===== src/rtl/fetch_unit.sv =====
// Instruction fetch stage: owns the PC, fetches words over a req/ready handshake,
// holds each instruction until retire, then advances the PC (sequential or taken beq).
module fetch_unit #(
  parameter logic [31:0] RESET_PC = 32'h0000_0000,
  parameter int unsigned CNT_W    = 32
) (
  input  logic             clk,
  input  logic             rst_n,
  input  logic             run,
  output logic             imem_req,
  output logic [31:0]      imem_addr,
  input  logic             imem_ready,
  input  logic [31:0]      imem_rdata,
  output logic [31:0]      instr,
  output logic [5:0]       opcode,
  output logic [5:0]       funct,
  output logic             instr_valid,
  input  logic             instr_ready,
  input  logic             branch,
  input  logic             zero,
  input  logic [15:0]      imm,
  output logic [31:0]      pc,
  output logic [CNT_W-1:0] retired
);

  typedef enum logic [1:0] {
    IDLE = 2'd0,
    REQ  = 2'd1,
    HOLD = 2'd2
  } state_t;

  state_t             state_q, state_d;
  logic [31:0]        pc_q, pc_d;
  logic [31:0]        instr_q, instr_d;
  logic [CNT_W-1:0]   retired_q, retired_d;

  logic               fetch_done;
  logic               retire;
  logic               taken;
  logic signed [31:0] imm_ext;
  logic signed [31:0] br_off;
  logic [31:0]        pc_plus4;
  logic [31:0]        next_pc;

  assign fetch_done = (state_q == REQ) && imem_ready;
  assign retire     = (state_q == HOLD) && instr_ready;

  // Branch target arithmetic wraps modulo 2^32 in both directions.
  assign imm_ext  = 32'(signed'(imm));
  assign br_off   = imm_ext <<< 2;
  assign pc_plus4 = pc_q + 32'd4;
  assign taken    = branch & zero;
  assign next_pc  = taken ? (pc_plus4 + $unsigned(br_off)) : pc_plus4;

  always_ff @(posedge clk or negedge rst_n) begin
    if (!rst_n) begin
      state_q <= IDLE;
    end else begin
      state_q <= state_d;
    end
  end

  always_comb begin
    state_d = state_q;
    unique case (state_q)
      IDLE:    if (run)         state_d = REQ;
      REQ:     if (imem_ready)  state_d = HOLD;
      HOLD:    if (instr_ready) state_d = run ? REQ : IDLE;
      default:                  state_d = IDLE;
    endcase
  end

  always_comb begin
    imem_req    = 1'b0;
    instr_valid = 1'b0;
    unique case (state_q)
      REQ:     imem_req    = 1'b1;
      HOLD:    instr_valid = 1'b1;
      default: ;
    endcase
  end

  // rdata is captured only on the REQ/ready handshake; PC and count move only on retire.
  always_comb begin
    instr_d   = fetch_done ? imem_rdata : instr_q;
    pc_d      = retire ? next_pc : pc_q;
    retired_d = retire ? (retired_q + CNT_W'(1)) : retired_q;
  end

  always_ff @(posedge clk or negedge rst_n) begin
    if (!rst_n) begin
      pc_q      <= RESET_PC;
      instr_q   <= 32'd0;
      retired_q <= '0;
    end else begin
      pc_q      <= pc_d;
      instr_q   <= instr_d;
      retired_q <= retired_d;
    end
  end

  assign imem_addr = pc_q;
  assign pc        = pc_q;
  assign instr     = instr_q;
  assign opcode    = instr_q[31:26];
  assign funct     = instr_q[5:0];
  assign retired   = retired_q;

endmodule


===== config.mk =====
export PLATFORM = sky130hd
export DESIGN_NAME = fetch_unit
export DESIGN_NICKNAME = d
export VERILOG_FILES = /design/src/rtl/fetch_unit.sv
export SDC_FILE = /design/constraint.sdc
export NUM_CORES = 1
export LEC_CHECK = 0
export CORE_ASPECT_RATIO = 0.7
export CORE_MARGIN = 3
export CORE_UTILIZATION = 28
export CTS_CLUSTER_SIZE = 16
export DETAILED_ROUTE_END_ITERATION = 10
export SLEW_MARGIN = 10
export SYNTH_ARGS = -nofsm -noshare
export SYNTH_HDL_FRONTEND = slang
export SYNTH_SLANG_ARGS = --single-unit

===== constraint.sdc =====
create_clock -name clk -period 4 [get_ports clk]
set_input_delay 1.2 -clock clk [delete_from_list [all_inputs] [get_ports clk]]
set_output_delay 1.2 -clock clk [all_outputs]
set_load 0.03 [all_outputs]

# Word-level counts from Yosys, hierarchy flattened
# Cells that the tools add are included.
dict set report totals {
  reg_bits 98
}
dict set report classes {
  add_sub_neg 3
  eq_ne 5
  n_mux 8
  bitwise_logic 1
  n_reduce_logical 4
}
# op count
set ops {}
lappend ops {{32-bit by 1-bit adder with 32-bit output, second input constant} 1}
lappend ops {{32-bit by 3-bit adder with 32-bit output, second input constant} 1}
lappend ops {{32-bit adder} 1}
lappend ops {{32-bit 2-to-1 mux} 1}
lappend ops {{2-bit 2-to-1 mux} 3}
lappend ops {{2-bit inequality test, second input constant} 3}
lappend ops {{2-bit case mux with 3 select lines} 1}
lappend ops {{1-bit 2-to-1 mux} 3}
lappend ops {{3-bit AND reduction} 1}
lappend ops {{2-bit by 1-bit == test with 1-bit output, second input constant} 1}
lappend ops {{2-bit == test, second input constant} 1}
lappend ops {{1-bit logical AND} 2}
lappend ops {{2-bit logical NOT} 1}
lappend ops {{1-bit bitwise AND} 1}

# Longest topological paths before layout
# Gate-level depths: netlist of the first run.
dict set report logic_depth {
  ltp_word 3
  ltp_mapped 17
  mapped_depth_nobuf 16
}

# Worst setup path after synthesis of the first run
# Ideal clock, no wire load.
dict set report synth_path {
  kind {flip-flop to flip-flop}
  startpoint {register pc_q[4], in the netlist imem_addr[4]}
  endpoint {register pc_q[31], in the netlist imem_addr[31]}
  setup_time_ns 0.134
  arrival_ns 3.640
  required_time_ns 3.866
  path_slack_ns 0.226
  path_stages_with_launch 17
  n_path_buf 1
  path_cell_list {dfrtp_1 and3_1 buf_2 nand4_1 nor2_1 and2_1 and3_1 xor2_1 ha_1 o211ai_1 o2bb2ai_1 o21ai_0 a21oi_1 o21a_1 o311ai_0 mux2i_1 xnor2_1}
}
dict set report synth_via {
  elab_chain_len 3
}
# item line_no
set synth_lines {}
lappend synth_lines {{start, declared} 33} ;# logic [31:0] pc_q, pc_d;
lappend synth_lines {{start signal, assigned} 96} ;# pc_q <= pc_d;
lappend synth_lines {{32-bit by 3-bit adder with 32-bit output *} 51} ;# assign pc_plus4 = pc_q + 32'd4;
lappend synth_lines {{32-bit adder} 53} ;# assign next_pc = taken ? (pc_plus4 + $unsigned(br_off)) : pc_plus4;
lappend synth_lines {{32-bit 2-to-1 mux *} 53}
# Every way passes the cells marked *; elsewhere a longest branch is shown, timed or not.
# A chain may end at the register's enable or synchronous reset.

# Worst setup path after layout of the first run
dict set report layout_path {
  startpoint {input port imm[0]}
  endpoint {register pc_q[20], in the netlist imem_addr[20]}
}
dict set report layout_via {
  elab_chain_len 2
}
# item line_no
set layout_lines {}
lappend layout_lines {{start, declared} 21} ;# input logic [15:0] imm,
lappend layout_lines {{32-bit adder} 53}
lappend layout_lines {{32-bit 2-to-1 mux} 53}
# No other way between the ends.

==> metrics, run 1 <==
wire length after detailed routing=approximately 20,000 um; share of async-settable or async-resettable flops after synthesis=1.000; cell area after placement=8821 um^2; fraction of the core area covered by cells at the end of the flow=0.3992; Top Ports=197; Hold Crit Class=register to register; leakage dissipation=roughly 3.9 nW; buffer cell driving the clock tree root=sky130_fd_sc_hd__clkbuf_16; Inserted Clock Buffers=9; Crit Path Category=input port to register; outcome=finished, final reports clean; clock slew seen by the registers of the worst setup and hold paths=0.07 ns; area of the mapped netlist=about 6600 um^2; DRC errors left=0; maximum buffer depth of the clock tree=2; critical register-to-register path startpoint=imem_addr[3]$_DFFE_PN0P_; Crit Reg-Reg Endpoint=imem_addr[31]$_DFFE_PN0P_; setup repair after global routing missed its margin=no; final design instance area without fill=9121 um^2; routed length per instance=16.07 um; Critical Path End Type=register; Antenna Nets Post-Route=0; Antenna Diode Count=0; number of warnings issued by yosys=0; Skew-Pair Late Insertion Delay=between 0.3 and 0.4 ns; GRT Util Overall=0.1573; delay of the slowest cell on the worst path=around 0.43 ns; Final setup violation count=0; H-tree depth reported by CTS=3; cell repeated most along the worst path=sky130_fd_sc_hd__o21ai_1; clock tree from TritonCTS=done; Port Buf Inserts=192; placeable core region=roughly 23,000 um^2; maximum VDD drop=0.5200 mV; Final Hold Vio Count=0; max_cap viols=0; area overhead of the layout relative to synthesis=39.02%; final worst-path cycle share=0.9405; share of the synthesized area in the top cell type=0.3661; fraction of final layout cells with drive strength greater than 1=0.1196; first-pass GRT wire length=32,070 um; part of the Yosys area used for sequential elements=0.3661; Worst R2R Path Depth=16; number of sinks handled by clock tree synthesis=96; mean number of vias per cell=about 4.8; predominant post-synthesis flop cell=sky130_fd_sc_hd__dfrtp_1; Least-Margin Pin Slew=0.7561 ns; R2R setup slack=approximately 0.4 ns; slowest library cell on the worst path=sky130_fd_sc_hd__clkdlybuf4s50_1; RePlAce Congestion=slightly above 0.9; Data arrival, critical path=approximately 4.0 ns; # hold bufs at CTS=0; Remaining Overflow, GRT=0; Die Span Y=about 130 um; vias in the first global route=a little under 6,000; placed wire-length estimate=approximately 15,000 um; overall die area=between 20,000 and 30,000 um^2; number of violations reported at the end of detailed-routing iteration 0=between 300 and 400; area leader, netlist=sky130_fd_sc_hd__dfrtp_1; Die X-Extent=189.0 um; Critical Path Start=imm[0]; Pwr per Cell Area=approximately 800 nW/um^2; top cells by area in the synthesized netlist=sky130_fd_sc_hd__dfrtp_1 (37%), sky130_fd_sc_hd__xnor2_1 (7.7%), sky130_fd_sc_hd__ha_1 (7.2%), sky130_fd_sc_hd__mux2_2 (5.5%), sky130_fd_sc_hd__buf_4 (5.3%); highest net fanout along the worst path=3; post-synthesis register bit count=96; slack of the critical path=approximately 0.24 ns; Place WS=-0.2099 ns; final max-slew violation count=0; Layout Nets=around 1,000; Netlist cell types=between 50 and 60; number of rows in the core area=between 40 and 50; CP required=4.21 ns; Critical path destination=imem_addr[20]$_DFFE_PN0P_; routed via count=around 5,900; Worst Setup Start Kind=input port; number of synthesized flops with an enable pin=0; largest net degree at the start of global routing=57; number of antenna violations at the first check in global routing=0; starting utilization of the core area=0.2872; shortest clock period the worst path allows after layout=3.762 ns; crit-path cells=clkdlybuf4s50_1 -> ha_1 -> fa_1 -> a21o_1 -> a21oi_1 -> o21ai_1 -> a31o_2 -> o21ai_1 -> nand2_1 -> or2_2 -> a32oi_1 -> o21ai_0; Post-Syn Instances=between 700 and 800; maximum clock skew at final layout=about 0.013 ns; highest clock rate=approximately 0.27 GHz; first-pass iteration count of the detailed router=7; average size of a mapped cell=9.075 um^2; headroom to the max-slew limit=0.4959
-- placed cells by master, fill, tap and decap left out, types with 8 or more instances in the layout --
master / count
sky130_fd_sc_hd__nand3_1: 39
sky130_fd_sc_hd__clkbuf_16: 9
sky130_fd_sc_hd__mux2_2: 32
sky130_fd_sc_hd__nand4_1: 19
sky130_fd_sc_hd__nand2_1: 69
sky130_fd_sc_hd__inv_1: 15
sky130_fd_sc_hd__a21oi_1: 59
sky130_fd_sc_hd__o22ai_1: 8
sky130_fd_sc_hd__clkdlybuf4s50_1: 191
sky130_fd_sc_hd__buf_4: 46
sky130_fd_sc_hd__xnor2_1: 58
sky130_fd_sc_hd__a21o_1: 13
sky130_fd_sc_hd__xor2_1: 20
sky130_fd_sc_hd__nor2_1: 46
sky130_fd_sc_hd__ha_1: 38
sky130_fd_sc_hd__o21ai_0: 28
sky130_fd_sc_hd__and3_1: 16
sky130_fd_sc_hd__dfrtp_1: 94
sky130_fd_sc_hd__nor3_1: 10
-- worst min path at each step --
| stage | to | cells past startpoint | from | slack, ns |
|---|---|---|---|---|
| global route | retired[11]$_DFFE_PN0P_ | 1 | retired[11]$_DFFE_PN0P_ | 0.51 |
| global placement | retired[31]$_DFFE_PN0P_ | 1 | retired[31]$_DFFE_PN0P_ | 0.46 |
| finish | retired[31]$_DFFE_PN0P_ | 1 | retired[31]$_DFFE_PN0P_ | 0.48 |
| floorplan | state_q[0]$_DFFE_PN0P_ | 1 | state_q[1]$_DFFE_PN0P_ | 0.49 |
| CTS | retired[31]$_DFFE_PN0P_ | 1 | retired[31]$_DFFE_PN0P_ | 0.48 |
| detailed placement | retired[31]$_DFFE_PN0P_ | 1 | retired[31]$_DFFE_PN0P_ | 0.47 |
-- state kept, by name (all words and copies together), names as in the netlist --
name,flops
state_q,2
imem_addr,30
instr,32
retired,32
-- Yosys cell counts, drive strengths merged, types with 5 or more instances --
cell / instances
ha: 38
inv: 15
nand4: 19
o22ai: 8
xnor2: 58
and2: 5
nor2: 47
a21oi: 62
mux2: 32
buf: 54
nor3: 11
and3: 17
nand2: 69
xor2: 20
dfrtp: 96
nand3: 39
clkbuf: 16
a31oi: 5
a21o: 13
o21ai: 34
o21a: 7
-- area by class of cell --
cell class	count	area [um^2]
Clock inverter	7	60.06
Fill cell	2287	13730
Multi-Input combinational cell	545	3687
Timing Repair Buffer	239	2297
Inverter	15	56.30
Clock buffer	9	225.2
Tap cell	312	390.4
Sequential cell	96	2405
-- critical path: cells and delay by family --
family                     cells  cell delay, ns
AOI/OAI and AO/OA              7            1.26
adders and majority gates      2            0.64
and+or+nand+nor                2            0.44
buffers and inverters          1            0.43
-- cells by family after synthesis --
logic type	count (synthesis)	synth area share
flip-flops	96	0.3661
buffers and inverters	85	0.07551
other	1	0.0005715
AND/OR/NAND/NOR	228	0.1672
multiplexers	35	0.05950
adder cells (fa/ha/maj)	39	0.07552
AO/OA/AOI/OAI	161	0.1514
XOR/XNOR	78	0.1041
-- per-stage QoR --
stage / TNS, ns / total power, W / cells / hold slack [ns]
2_1_floorplan: 0 / 0.004792 / 726 / 0.4868
3_3_place_gp: -0.5932 / 0.006430 / 1207 / 0.4644
3_5_place_dp: -1.218 / 0.006447 / 1207 / 0.4693
4_1_cts: 0 / 0.007370 / 1223 / 0.4840
5_1_grt: 0 / 0.007829 / 1223 / 0.5135
6_report: 0 / 0.007321 / 1223 / 0.4789
-- power by group --
part	total [W]	switching, W	internal, W
clock network	0.000866	0.000431	0.000435
registers	0.00171	0.000405	0.00130
logic	0.00475	0.00263	0.00211
total	0.00732	0.00347	0.00385
-- layer usage --
layer | share of wire | wire length, um | vias to the layer above | global-route usage
met1 | 0.50 | 9820 | 2783 | 0.2342
met4 | 0.014 | 283 | 0 | 0.03183
li1 | - | - | 2881 | -
met5 | 0 | 0 | - | 0
met2 | 0.41 | 8133 | 213 | 0.2298
met3 | 0.072 | 1414 | 19 | 0.03997
-- timing repair --
item	CTS	global route
setup buffers	0	0
hold endpoints to repair	0	0
setup endpoints to repair	0	7
resized for setup	0	10
Power figures use the tool's default switching activity.
==> run 2, diff against run 1 <==
--- a/config.mk
+++ b/config.mk
@@ -10,6 +10,7 @@
 export CORE_UTILIZATION = 28
 export CTS_CLUSTER_SIZE = 16
 export DETAILED_ROUTE_END_ITERATION = 10
+export SKIP_CTS_REPAIR_TIMING = 1
 export SLEW_MARGIN = 10
 export SYNTH_ARGS = -nofsm -noshare
 export SYNTH_HDL_FRONTEND = slang
==> results of run 2 <==
Same layout as run 1: the final DEF is identical, and so are final timing and power.
